$ cat config.mk
export PLATFORM = sky130hd
export DESIGN_NAME = exu_alu_issue
export DESIGN_NICKNAME = d
export VERILOG_FILES = /design/src/rtl/exu_alu_issue.sv
export SDC_FILE = /design/constraint.sdc
export NUM_CORES = 1
export LEC_CHECK = 0
export ABC_AREA = 1
export BUFFER_PORTS_ARGS = -buffer_cell sky130_fd_sc_hd__buf_2
export CORE_AREA = 8 8 204 206
export CTS_BUF_LIST = sky130_fd_sc_hd__clkbuf_16
export DETAILED_ROUTE_END_ITERATION = 6
export DIE_AREA = 0 0 212 214
export HOLD_SLACK_MARGIN = 0.12
export PLACE_DENSITY = 0.51
export SYNTH_ARGS = -nofsm -noshare
export SYNTH_HDL_FRONTEND = slang
export SYNTH_SLANG_ARGS = --single-unit
$ cat constraint.sdc
create_clock -name clk -period 2.1 [get_ports clk]
set_clock_uncertainty 0.2 [all_clocks]
set_input_delay 0.105 -clock clk [delete_from_list [all_inputs] [get_ports clk]]
set_output_delay 0.105 -clock clk [all_outputs]
set_load 0.02 [all_outputs]
$ cat src/rtl/exu_alu_issue.sv
// exu_alu_issue: issue/hold/capture controller in front of the combinational RV64 ALU.
// Decodes an integer op into alu_sel/alu_a/alu_b, holds them for a per-class latency,
// then captures alu_res and offers it to write-back over a valid/ready handshake.
module exu_alu_issue #(
    parameter int unsigned MUL_LAT = 2,
    parameter int unsigned DIV_LAT = 8
) (
    input  logic        clk,
    input  logic        rst_n,
    input  logic        flush,
    input  logic        in_valid,
    output logic        in_ready,
    input  logic [6:0]  opcode,
    input  logic [2:0]  funct3,
    input  logic [6:0]  funct7,
    input  logic [63:0] src1,
    input  logic [63:0] src2,
    input  logic [63:0] imm,
    input  logic [63:0] pc,
    output logic [63:0] alu_a,
    output logic [63:0] alu_b,
    output logic [4:0]  alu_sel,
    input  logic [63:0] alu_res,
    output logic        out_valid,
    input  logic        out_ready,
    output logic [63:0] out_res,
    output logic        out_illegal
);

    localparam int unsigned XLEN    = 64;
    localparam int unsigned SEL_W   = 5;
    localparam int unsigned MAX_LAT = (MUL_LAT > DIV_LAT) ? MUL_LAT : DIV_LAT;
    localparam int unsigned CNT_W   = (MAX_LAT > 2) ? $clog2(MAX_LAT) : 1;

    localparam logic [6:0] OPC_OP       = 7'b0110011;
    localparam logic [6:0] OPC_OP32     = 7'b0111011;
    localparam logic [6:0] OPC_OPIMM    = 7'b0010011;
    localparam logic [6:0] OPC_OPIMM32  = 7'b0011011;
    localparam logic [6:0] OPC_LUI      = 7'b0110111;
    localparam logic [6:0] OPC_AUIPC    = 7'b0010111;

    localparam logic [6:0] F7_BASE = 7'b0000000;
    localparam logic [6:0] F7_ALT  = 7'b0100000;
    localparam logic [6:0] F7_MEXT = 7'b0000001;

    localparam logic [SEL_W-1:0] SEL_ADD   = 5'd0;
    localparam logic [SEL_W-1:0] SEL_SUB   = 5'd1;
    localparam logic [SEL_W-1:0] SEL_MUL   = 5'd2;
    localparam logic [SEL_W-1:0] SEL_DIV   = 5'd3;
    localparam logic [SEL_W-1:0] SEL_DIVU  = 5'd4;
    localparam logic [SEL_W-1:0] SEL_REM   = 5'd5;
    localparam logic [SEL_W-1:0] SEL_REMU  = 5'd6;
    localparam logic [SEL_W-1:0] SEL_AND   = 5'd7;
    localparam logic [SEL_W-1:0] SEL_OR    = 5'd8;
    localparam logic [SEL_W-1:0] SEL_XOR   = 5'd9;
    localparam logic [SEL_W-1:0] SEL_LTU   = 5'd11;
    localparam logic [SEL_W-1:0] SEL_LT    = 5'd15;
    localparam logic [SEL_W-1:0] SEL_SLL   = 5'd16;
    localparam logic [SEL_W-1:0] SEL_SRL   = 5'd17;
    localparam logic [SEL_W-1:0] SEL_SRA   = 5'd18;
    localparam logic [SEL_W-1:0] SEL_ADDW  = 5'd19;
    localparam logic [SEL_W-1:0] SEL_SUBW  = 5'd20;
    localparam logic [SEL_W-1:0] SEL_SLLW  = 5'd21;
    localparam logic [SEL_W-1:0] SEL_SRLW  = 5'd22;
    localparam logic [SEL_W-1:0] SEL_SRAW  = 5'd23;
    localparam logic [SEL_W-1:0] SEL_MULW  = 5'd24;
    localparam logic [SEL_W-1:0] SEL_DIVW  = 5'd25;
    localparam logic [SEL_W-1:0] SEL_DIVUW = 5'd26;
    localparam logic [SEL_W-1:0] SEL_REMW  = 5'd27;
    localparam logic [SEL_W-1:0] SEL_REMUW = 5'd28;

    localparam logic [XLEN-1:0] SH64_MASK = XLEN'(63);
    localparam logic [XLEN-1:0] SH32_MASK = XLEN'(31);

    typedef enum logic [1:0] {
        S_IDLE = 2'd0,
        S_EXEC = 2'd1,
        S_RESP = 2'd2
    } state_e;

    state_e            state_q, state_d;
    logic [XLEN-1:0]   alu_a_q, alu_a_d;
    logic [XLEN-1:0]   alu_b_q, alu_b_d;
    logic [SEL_W-1:0]  alu_sel_q, alu_sel_d;
    logic [XLEN-1:0]   out_res_q, out_res_d;
    logic              out_illegal_q, out_illegal_d;
    logic              out_valid_q, out_valid_d;
    logic              in_ready_q, in_ready_d;
    logic [CNT_W-1:0]  cnt_q, cnt_d;

    logic [XLEN-1:0]   dec_a;
    logic [XLEN-1:0]   dec_b;
    logic [XLEN-1:0]   dec_b_m;
    logic [SEL_W-1:0]  dec_sel;
    logic              dec_ill;
    logic [CNT_W-1:0]  dec_lat_m1;

    // Instruction decode: operand sources, ALU select and legality.
    always_comb begin
        dec_a   = src1;
        dec_b   = src2;
        dec_sel = SEL_ADD;
        dec_ill = 1'b0;
        case (opcode)
            OPC_OP: begin
                case (funct7)
                    F7_BASE: begin
                        case (funct3)
                            3'd0:    dec_sel = SEL_ADD;
                            3'd1:    dec_sel = SEL_SLL;
                            3'd2:    dec_sel = SEL_LT;
                            3'd3:    dec_sel = SEL_LTU;
                            3'd4:    dec_sel = SEL_XOR;
                            3'd5:    dec_sel = SEL_SRL;
                            3'd6:    dec_sel = SEL_OR;
                            default: dec_sel = SEL_AND;
                        endcase
                    end
                    F7_ALT: begin
                        case (funct3)
                            3'd0:    dec_sel = SEL_SUB;
                            3'd5:    dec_sel = SEL_SRA;
                            default: dec_ill = 1'b1;
                        endcase
                    end
                    F7_MEXT: begin
                        case (funct3)
                            3'd0:    dec_sel = SEL_MUL;
                            3'd4:    dec_sel = SEL_DIV;
                            3'd5:    dec_sel = SEL_DIVU;
                            3'd6:    dec_sel = SEL_REM;
                            3'd7:    dec_sel = SEL_REMU;
                            default: dec_ill = 1'b1;
                        endcase
                    end
                    default: dec_ill = 1'b1;
                endcase
            end
            OPC_OP32: begin
                case (funct7)
                    F7_BASE: begin
                        case (funct3)
                            3'd0:    dec_sel = SEL_ADDW;
                            3'd1:    dec_sel = SEL_SLLW;
                            3'd5:    dec_sel = SEL_SRLW;
                            default: dec_ill = 1'b1;
                        endcase
                    end
                    F7_ALT: begin
                        case (funct3)
                            3'd0:    dec_sel = SEL_SUBW;
                            3'd5:    dec_sel = SEL_SRAW;
                            default: dec_ill = 1'b1;
                        endcase
                    end
                    F7_MEXT: begin
                        case (funct3)
                            3'd0:    dec_sel = SEL_MULW;
                            3'd4:    dec_sel = SEL_DIVW;
                            3'd5:    dec_sel = SEL_DIVUW;
                            3'd6:    dec_sel = SEL_REMW;
                            3'd7:    dec_sel = SEL_REMUW;
                            default: dec_ill = 1'b1;
                        endcase
                    end
                    default: dec_ill = 1'b1;
                endcase
            end
            OPC_OPIMM: begin
                // funct7[0] carries shamt[5] for the 64-bit immediate shifts
                dec_b = imm;
                case (funct3)
                    3'd0: dec_sel = SEL_ADD;
                    3'd1: begin
                        if (funct7[6:1] == 6'b000000) dec_sel = SEL_SLL;
                        else                          dec_ill = 1'b1;
                    end
                    3'd2: dec_sel = SEL_LT;
                    3'd3: dec_sel = SEL_LTU;
                    3'd4: dec_sel = SEL_XOR;
                    3'd5: begin
                        if (funct7[6:1] == 6'b000000)      dec_sel = SEL_SRL;
                        else if (funct7[6:1] == 6'b010000) dec_sel = SEL_SRA;
                        else                               dec_ill = 1'b1;
                    end
                    3'd6:    dec_sel = SEL_OR;
                    default: dec_sel = SEL_AND;
                endcase
            end
            OPC_OPIMM32: begin
                dec_b = imm;
                case (funct3)
                    3'd0: dec_sel = SEL_ADDW;
                    3'd1: begin
                        if (funct7 == F7_BASE) dec_sel = SEL_SLLW;
                        else                   dec_ill = 1'b1;
                    end
                    3'd5: begin
                        if (funct7 == F7_BASE)     dec_sel = SEL_SRLW;
                        else if (funct7 == F7_ALT) dec_sel = SEL_SRAW;
                        else                       dec_ill = 1'b1;
                    end
                    default: dec_ill = 1'b1;
                endcase
            end
            OPC_LUI: begin
                dec_a = '0;
                dec_b = imm;
            end
            OPC_AUIPC: begin
                dec_a = pc;
                dec_b = imm;
            end
            default: dec_ill = 1'b1;
        endcase
    end

    // Shift-amount masking and latency class of the decoded op.
    always_comb begin
        dec_b_m    = dec_b;
        dec_lat_m1 = '0;
        case (dec_sel)
            SEL_SLL, SEL_SRL, SEL_SRA:    dec_b_m = dec_b & SH64_MASK;
            SEL_SLLW, SEL_SRLW, SEL_SRAW: dec_b_m = dec_b & SH32_MASK;
            default:                      dec_b_m = dec_b;
        endcase
        case (dec_sel)
            SEL_MUL, SEL_MULW:
                dec_lat_m1 = CNT_W'(MUL_LAT - 1);
            SEL_DIV, SEL_DIVU, SEL_REM, SEL_REMU,
            SEL_DIVW, SEL_DIVUW, SEL_REMW, SEL_REMUW:
                dec_lat_m1 = CNT_W'(DIV_LAT - 1);
            default:
                dec_lat_m1 = '0;
        endcase
    end

    // Next-state and register-input logic for the IDLE/EXEC/RESP sequence.
    always_comb begin
        state_d       = state_q;
        alu_a_d       = alu_a_q;
        alu_b_d       = alu_b_q;
        alu_sel_d     = alu_sel_q;
        out_res_d     = out_res_q;
        out_illegal_d = out_illegal_q;
        cnt_d         = cnt_q;
        if (flush) begin
            state_d = S_IDLE;
        end else begin
            case (state_q)
                S_IDLE: begin
                    // in_ready_q is low for the first cycle after reset release
                    if (in_valid && in_ready_q) begin
                        alu_a_d   = dec_a;
                        alu_b_d   = dec_b_m;
                        alu_sel_d = dec_sel;
                        cnt_d     = dec_lat_m1;
                        if (dec_ill) begin
                            out_res_d     = '0;
                            out_illegal_d = 1'b1;
                            state_d       = S_RESP;
                        end else begin
                            state_d = S_EXEC;
                        end
                    end
                end
                S_EXEC: begin
                    if (cnt_q != '0) begin
                        cnt_d = cnt_q - CNT_W'(1);
                    end else begin
                        out_res_d     = alu_res;
                        out_illegal_d = 1'b0;
                        state_d       = S_RESP;
                    end
                end
                S_RESP: begin
                    if (out_ready) state_d = S_IDLE;
                end
                default: state_d = S_IDLE;
            endcase
        end
        in_ready_d  = (state_d == S_IDLE);
        out_valid_d = (state_d == S_RESP);
    end

    // State and output registers.
    always_ff @(posedge clk or negedge rst_n) begin
        if (!rst_n) begin
            state_q       <= S_IDLE;
            alu_a_q       <= '0;
            alu_b_q       <= '0;
            alu_sel_q     <= '0;
            out_res_q     <= '0;
            out_illegal_q <= 1'b0;
            out_valid_q   <= 1'b0;
            in_ready_q    <= 1'b0;
            cnt_q         <= '0;
        end else begin
            state_q       <= state_d;
            alu_a_q       <= alu_a_d;
            alu_b_q       <= alu_b_d;
            alu_sel_q     <= alu_sel_d;
            out_res_q     <= out_res_d;
            out_illegal_q <= out_illegal_d;
            out_valid_q   <= out_valid_d;
            in_ready_q    <= in_ready_d;
            cnt_q         <= cnt_d;
        end
    end

    assign alu_a       = alu_a_q;
    assign alu_b       = alu_b_q;
    assign alu_sel     = alu_sel_q;
    assign out_res     = out_res_q;
    assign out_illegal = out_illegal_q;
    assign out_valid   = out_valid_q;
    assign in_ready    = in_ready_q;

endmodule

After elaboration in Yosys (flattened, before gate mapping):

Memory sizes are Yosys's and may differ from the RTL's.
Cells that the tools add are included.

* register bits: 205
* bits in read-only memories: 96
* output and inout bits: 200
* logic and storage cells: 110
* memories kept: 1

* $add $sub $neg: 1
* equal/unequal tests: 29
* mux-type cells: 51
* bitwise logic cells: 1
* reductions and logical operators: 18

Memories
* (name not given): words 32, bits a word 3, rd ports 1, clocked after Yosys merged registers in 0, write ports 0, RTL line 227 `case (dec_sel)`

Operator list (number)
* $pmux 64 s2: 3
* $mux 64: 4
* $pmux 5 s7: 2
* $pmux 5 s3: 4
* $eq 5x5->1 const B: 6
* $mux 5: 6
* $eq 7x6->1 const B: 4
* $pmux 5 s5: 1
* $eq 7x5->1 const B: 3
* $pmux 5 s2: 2
* $pmux 5 s4: 1
* $pmux 3 s5: 1
* $eq 3x3->1 const B: 4
* $mux 1: 12
* $mux 2: 5
* $pmux 1 s3: 3
* $reduce_or 3->1: 3
* $ne 2x2->1 const B: 4
* $eq 7x1->1 const B: 1
* $logic_not 7->1: 1
* $eq 3x2->1 const B: 2
* $eq 6x5->1 const B: 1
* $logic_not 6->1: 1
* $mux 3: 2
* other kinds (20): 24

Logic depth before layout (Yosys ltp):

* word-level depth: 10
* mapped depth: 19

Worst setup path after synthesis:

Ideal clock, no wire load.

* path type: register to register
* from: reg cnt_q[0]
* to: reg out_res_q[14], in the netlist out_res[14]
* arrival time: 1.789 ns
* required time: 1.834 ns
* path slack: 0.045 ns
* cell stages (with the launch flop): 12
* path buffers: 2
* clock period less this slack: 2.055 ns
* cell sequence: dfrtp_1 > inv_1 > ha_1 > inv_1 > nor2_1 > inv_1 > nor2_1 > inv_1 > nor2_1 > clkbuf_1 > clkbuf_1 > a22o_1

* longest elaborated chain between the ends: 3

RTL lines
* start: declaration: RTL line 89 `logic [CNT_W-1:0] cnt_q, cnt_d;`
* start signal: assignment: RTL line 307 `cnt_q <= cnt_d;`
* $reduce_bool 3->1: RTL line 268 `if (cnt_q != '0) begin`
* $ne 2x2->1 (no source line)
* $reduce_and 5->1 (no source line)
* end signal: assignment: RTL line 303 `out_res_q <= out_res_d;`
* end: declaration: RTL line 85 `logic [XLEN-1:0] out_res_q, out_res_d;`

No other way between the ends.
A chain may end at the register's enable or synchronous reset.

Final worst setup path:

* from: reg state_q[0]
* to: reg alu_b_q[43], in the netlist alu_b[43]

* longest elaborated chain between the ends: 2

RTL lines
* start: declaration: RTL line 81 `state_e state_q, state_d;`
* start signal: assignment: RTL line 299 `state_q <= state_d;`
* $logic_not 2->1: RTL line 250 `case (state_q)`
* $reduce_and 3->1 (no source line)
* end signal: assignment: RTL line 301 `alu_b_q <= alu_b_d;`
* end: declaration: RTL line 83 `logic [XLEN-1:0] alu_b_q, alu_b_d;`

No other way between the ends.

==> run metrics <==
kind of capture point of the worst setup path=flop; proportion of power drawn by the clock network=32.5%; result of the run=finished, final reports clean; Max Fclk=506 MHz; total via count after detailed routing=13000; number of DRC markers in iteration 0=960; area post-placement=13900 sq um; critical path's slowest cell=sky130_fd_sc_hd__dfrtp_1; worst setup path class=flop to flop; Buf/Inv on CP=4; worst min path class=primary input to flop; minimum clock period after layout=1.98 ns; cell count along the critical path=10; startpoint of the worst-slack reg-to-reg timing path=state_q[0]; detailed-route wire length per cell=19.4 microns; initial cell density of the core=26.1%; largest net degree at the start of global routing=67; Max Cap Viol=0; startpoint type of the worst setup path=flop; clock tree from TritonCTS=yes; source of the critical timing path=state_q[0]; Largest stage delay, worst path=0.39 ns; power consumption=13.4 mW; register bit total from synthesis=205; vias in the first global route=13800; commonest non-fill, non-tap cell in the layout=sky130_fd_sc_hd__buf_2; commonest register cell after synthesis=sky130_fd_sc_hd__dfrtp_1; dpl ws=-0.312 ns; die height=214 microns; async set or reset register ratio after synthesis=100%; Crit path max-delay family=buffers and inverters; count of input and output buffers=541; combinational power share=29.9%; Final Wtd Congestion=0.950; syn nets=1574; Max-Slew Margin vs Limit=46.3%; global-route usage over all layers=22.1%; net count of the finished layout=2503; count of clock tree sinks=205; Die Footprint=45400 sq um; distinct cell type count after synthesis=31; portion of the post-synthesis area used by sequential elements=51.4%; library cell with the largest summed area after synthesis=sky130_fd_sc_hd__dfrtp_1; most frequent cells in the layout=sky130_fd_sc_hd__buf_2, sky130_fd_sc_hd__dlygate4sd3_1, sky130_fd_sc_hd__nand2_1; number of setup violations in the final report=0; final wirelength=52300 microns; Leakage=9.47 nW; half-perimeter wire length of the detailed placement result=35700 microns; maximum level of the CTS H-tree=1; Worst-Margin Slew=0.805 ns; clock insertion delay at the later pin of the skew report=0.53 ns; antenna violations before repair=8; highest fanout seen on the critical path=21; fillers=3630; number of instances in the synthesized netlist=1229; Power Density=731 nW/um^2; horizontal extent of the die=212 microns; sequential share of power=37.6%; dominant cells by area after synthesis=sky130_fd_sc_hd__dfrtp_1, sky130_fd_sc_hd__a21oi_1, sky130_fd_sc_hd__nand2_1, sky130_fd_sc_hd__a22o_1, sky130_fd_sc_hd__nand3_1; area added between synthesis and finish=83.4%; Clk pin slew, worst setup/hold paths=0.06 ns; Worst R2R Path Depth=10; R2R Path End=alu_b[43]; data arrival time at the worst-slack endpoint=2.24 ns; Antenna Nets Post-Route=0; CP required=2.37 ns; worst setup margin=0.125 ns; Switching Power=4.59 mW; Hold Vio Cnt, Final=0; post-route cell area=18300 sq um; worst vdd rail ir drop=0.577 mV; period utilisation layout=94.1%; detailed-route vias per instance=4.80; number of placement rows=72; RSZ-0062 raised after global routing=no; count of unresolved DRC violations after routing=0; clock buffer depth=3; critical-path cell list=nor3_1 > buf_4 > nand2_4 > clkinv_8 > buf_12 > o21ai_0 > a21oi_2 > buf_4 > nand2_1 > nand2_1; fraction of power spent switching nets=34.3%; critical path capture point=alu_b[43]; count of synthesis-stage warnings from yosys=0; top-level I/O count=542; fraction of layout instances using a drive strength above 1=32.3%; Post-CTS Setup Inserts=0; synthesized area divided by synthesized cell count=8.12 sq um; root cell of the clock tree=sky130_fd_sc_hd__clkbuf_16; number of buffers inserted during clock tree synthesis=26; register-to-register path setup slack=0.12 ns; placeable core region=38300 sq um; Pins Over Slew Limit=0; internal power=8.78 mW; Detailed Routing Iterations Pass 1=6; remaining global-route overflow=0; first-pass GRT wire length=79500 microns; share of the synthesized area in the top cell type=51.4%; number of synthesized flops with an enable pin=0; post-synth design cell area=9980 sq um
worst register-to-register path: cells and delay by family (launching register included):
kind | cells | cell delay (ns)
AOI/OAI and AO/OA | 2 | 0.37
buffers and inverters | 4 | 0.57
DFF | 1 | 0.39
and+or+nand+nor | 4 | 0.38
state kept, by name, summed over array words and instances, names as in the netlist:
name,flops
alu_a,64
alu_b,64
out_res,64
alu_sel,5
cnt_q,3
state_q,2
in_ready,1
out_illegal,1
out_valid,1
power groups by stage:
| stage | Sequential (mW) | Combinational [mW] | Clock (mW) |
|---|---|---|---|
| 2_1_floorplan | 5.84 | 0.909 | 0 |
| 3_3_place_gp | 5.06 | 3.43 | 0 |
| 3_5_place_dp | 5.06 | 3.46 | 0 |
| 4_1_cts | 5.01 | 3.98 | 4.47 |
| 5_1_grt | 5.10 | 4.32 | 4.63 |
| 6_report | 5.02 | 4.00 | 4.34 |
repair_timing:
item                       in CTS  in global routing
hold buffers                  354                  0
setup endpoints to repair       1                 67
hold endpoints to repair      409                  0
resized for setup               1                 11
gates cloned                    0                  1
layer usage:
metal,wire [microns],share of wire [%],vias up,track usage [%]
met1,19300,37,6087,25.0
met4,3360,6.4,0,12.6
met3,4060,7.8,231,5.48
met5,0,0,-,0
met2,25600,49,691,37.2
li1,-,-,5954,-
synth_stat cells (4+ instances only):
cell type	number
sky130_fd_sc_hd__nand2_1	255
sky130_fd_sc_hd__a21oi_1	211
sky130_fd_sc_hd__dfrtp_1	205
sky130_fd_sc_hd__nor2_1	115
sky130_fd_sc_hd__nand3_1	94
sky130_fd_sc_hd__inv_1	89
sky130_fd_sc_hd__o21ai_0	66
sky130_fd_sc_hd__clkbuf_1	65
sky130_fd_sc_hd__a22o_1	64
sky130_fd_sc_hd__inv_2	10
sky130_fd_sc_hd__buf_2	8
sky130_fd_sc_hd__buf_6	8
sky130_fd_sc_hd__nand4_1	7
sky130_fd_sc_hd__nand3_2	4
through the flow:
step / util, % / instances / setup TNS, ns / hold WS [ns]
2_1_floorplan: - / 1229 / 0 / -0.391
3_3_place_gp: 36.2 / 2293 / -29.88 / -0.0822
3_5_place_dp: 36.2 / 2293 / -24.97 / -0.0829
4_1_cts: 47.6 / 2694 / 0 / 0.120
5_1_grt: 47.8 / 2703 / 0 / 0.135
6_report: 47.8 / 2703 / 0 / 0.122
cell families after synthesis:
group | synth area share (%)
flip-flops | 51.4
adder cells (fa/ha/maj) | 0.376
multiplexers | 0.113
buffers and inverters | 7.66
AO/OA/AOI/OAI | 20.0
AND/OR/NAND/NOR | 20.5
worst min path at each step:
stage / depth (start not counted) / startpoint / endpoint / slack (ns)
floorplan: 0 / rst_n / alu_a[0] / -0.39
global placement: 1 / rst_n / alu_b[50] / -0.08
detailed placement: 1 / rst_n / alu_b[10] / -0.08
CTS: 3 / alu_res[36] / out_res[36] / 0.12
global route: 3 / alu_res[40] / out_res[40] / 0.13
finish: 5 / opcode[3] / alu_a[63] / 0.12
layout make-up:
type | count | area [sq um] | area share, %
Sequential cell | 205 | 5130 | 28.0
Antenna cell | 8 | 20.0 | 0.109
Timing Repair Buffer | 984 | 7140 | 39.0
Clock inverter | 20 | 141 | 0.773
Inverter | 101 | 392 | 2.14
Clock buffer | 27 | 676 | 3.69
Tap cell | 518 | 648 | 3.54
Multi-Input combinational cell | 840 | 4150 | 22.7
No activity file was read; power rests on OpenSTA's default activity.
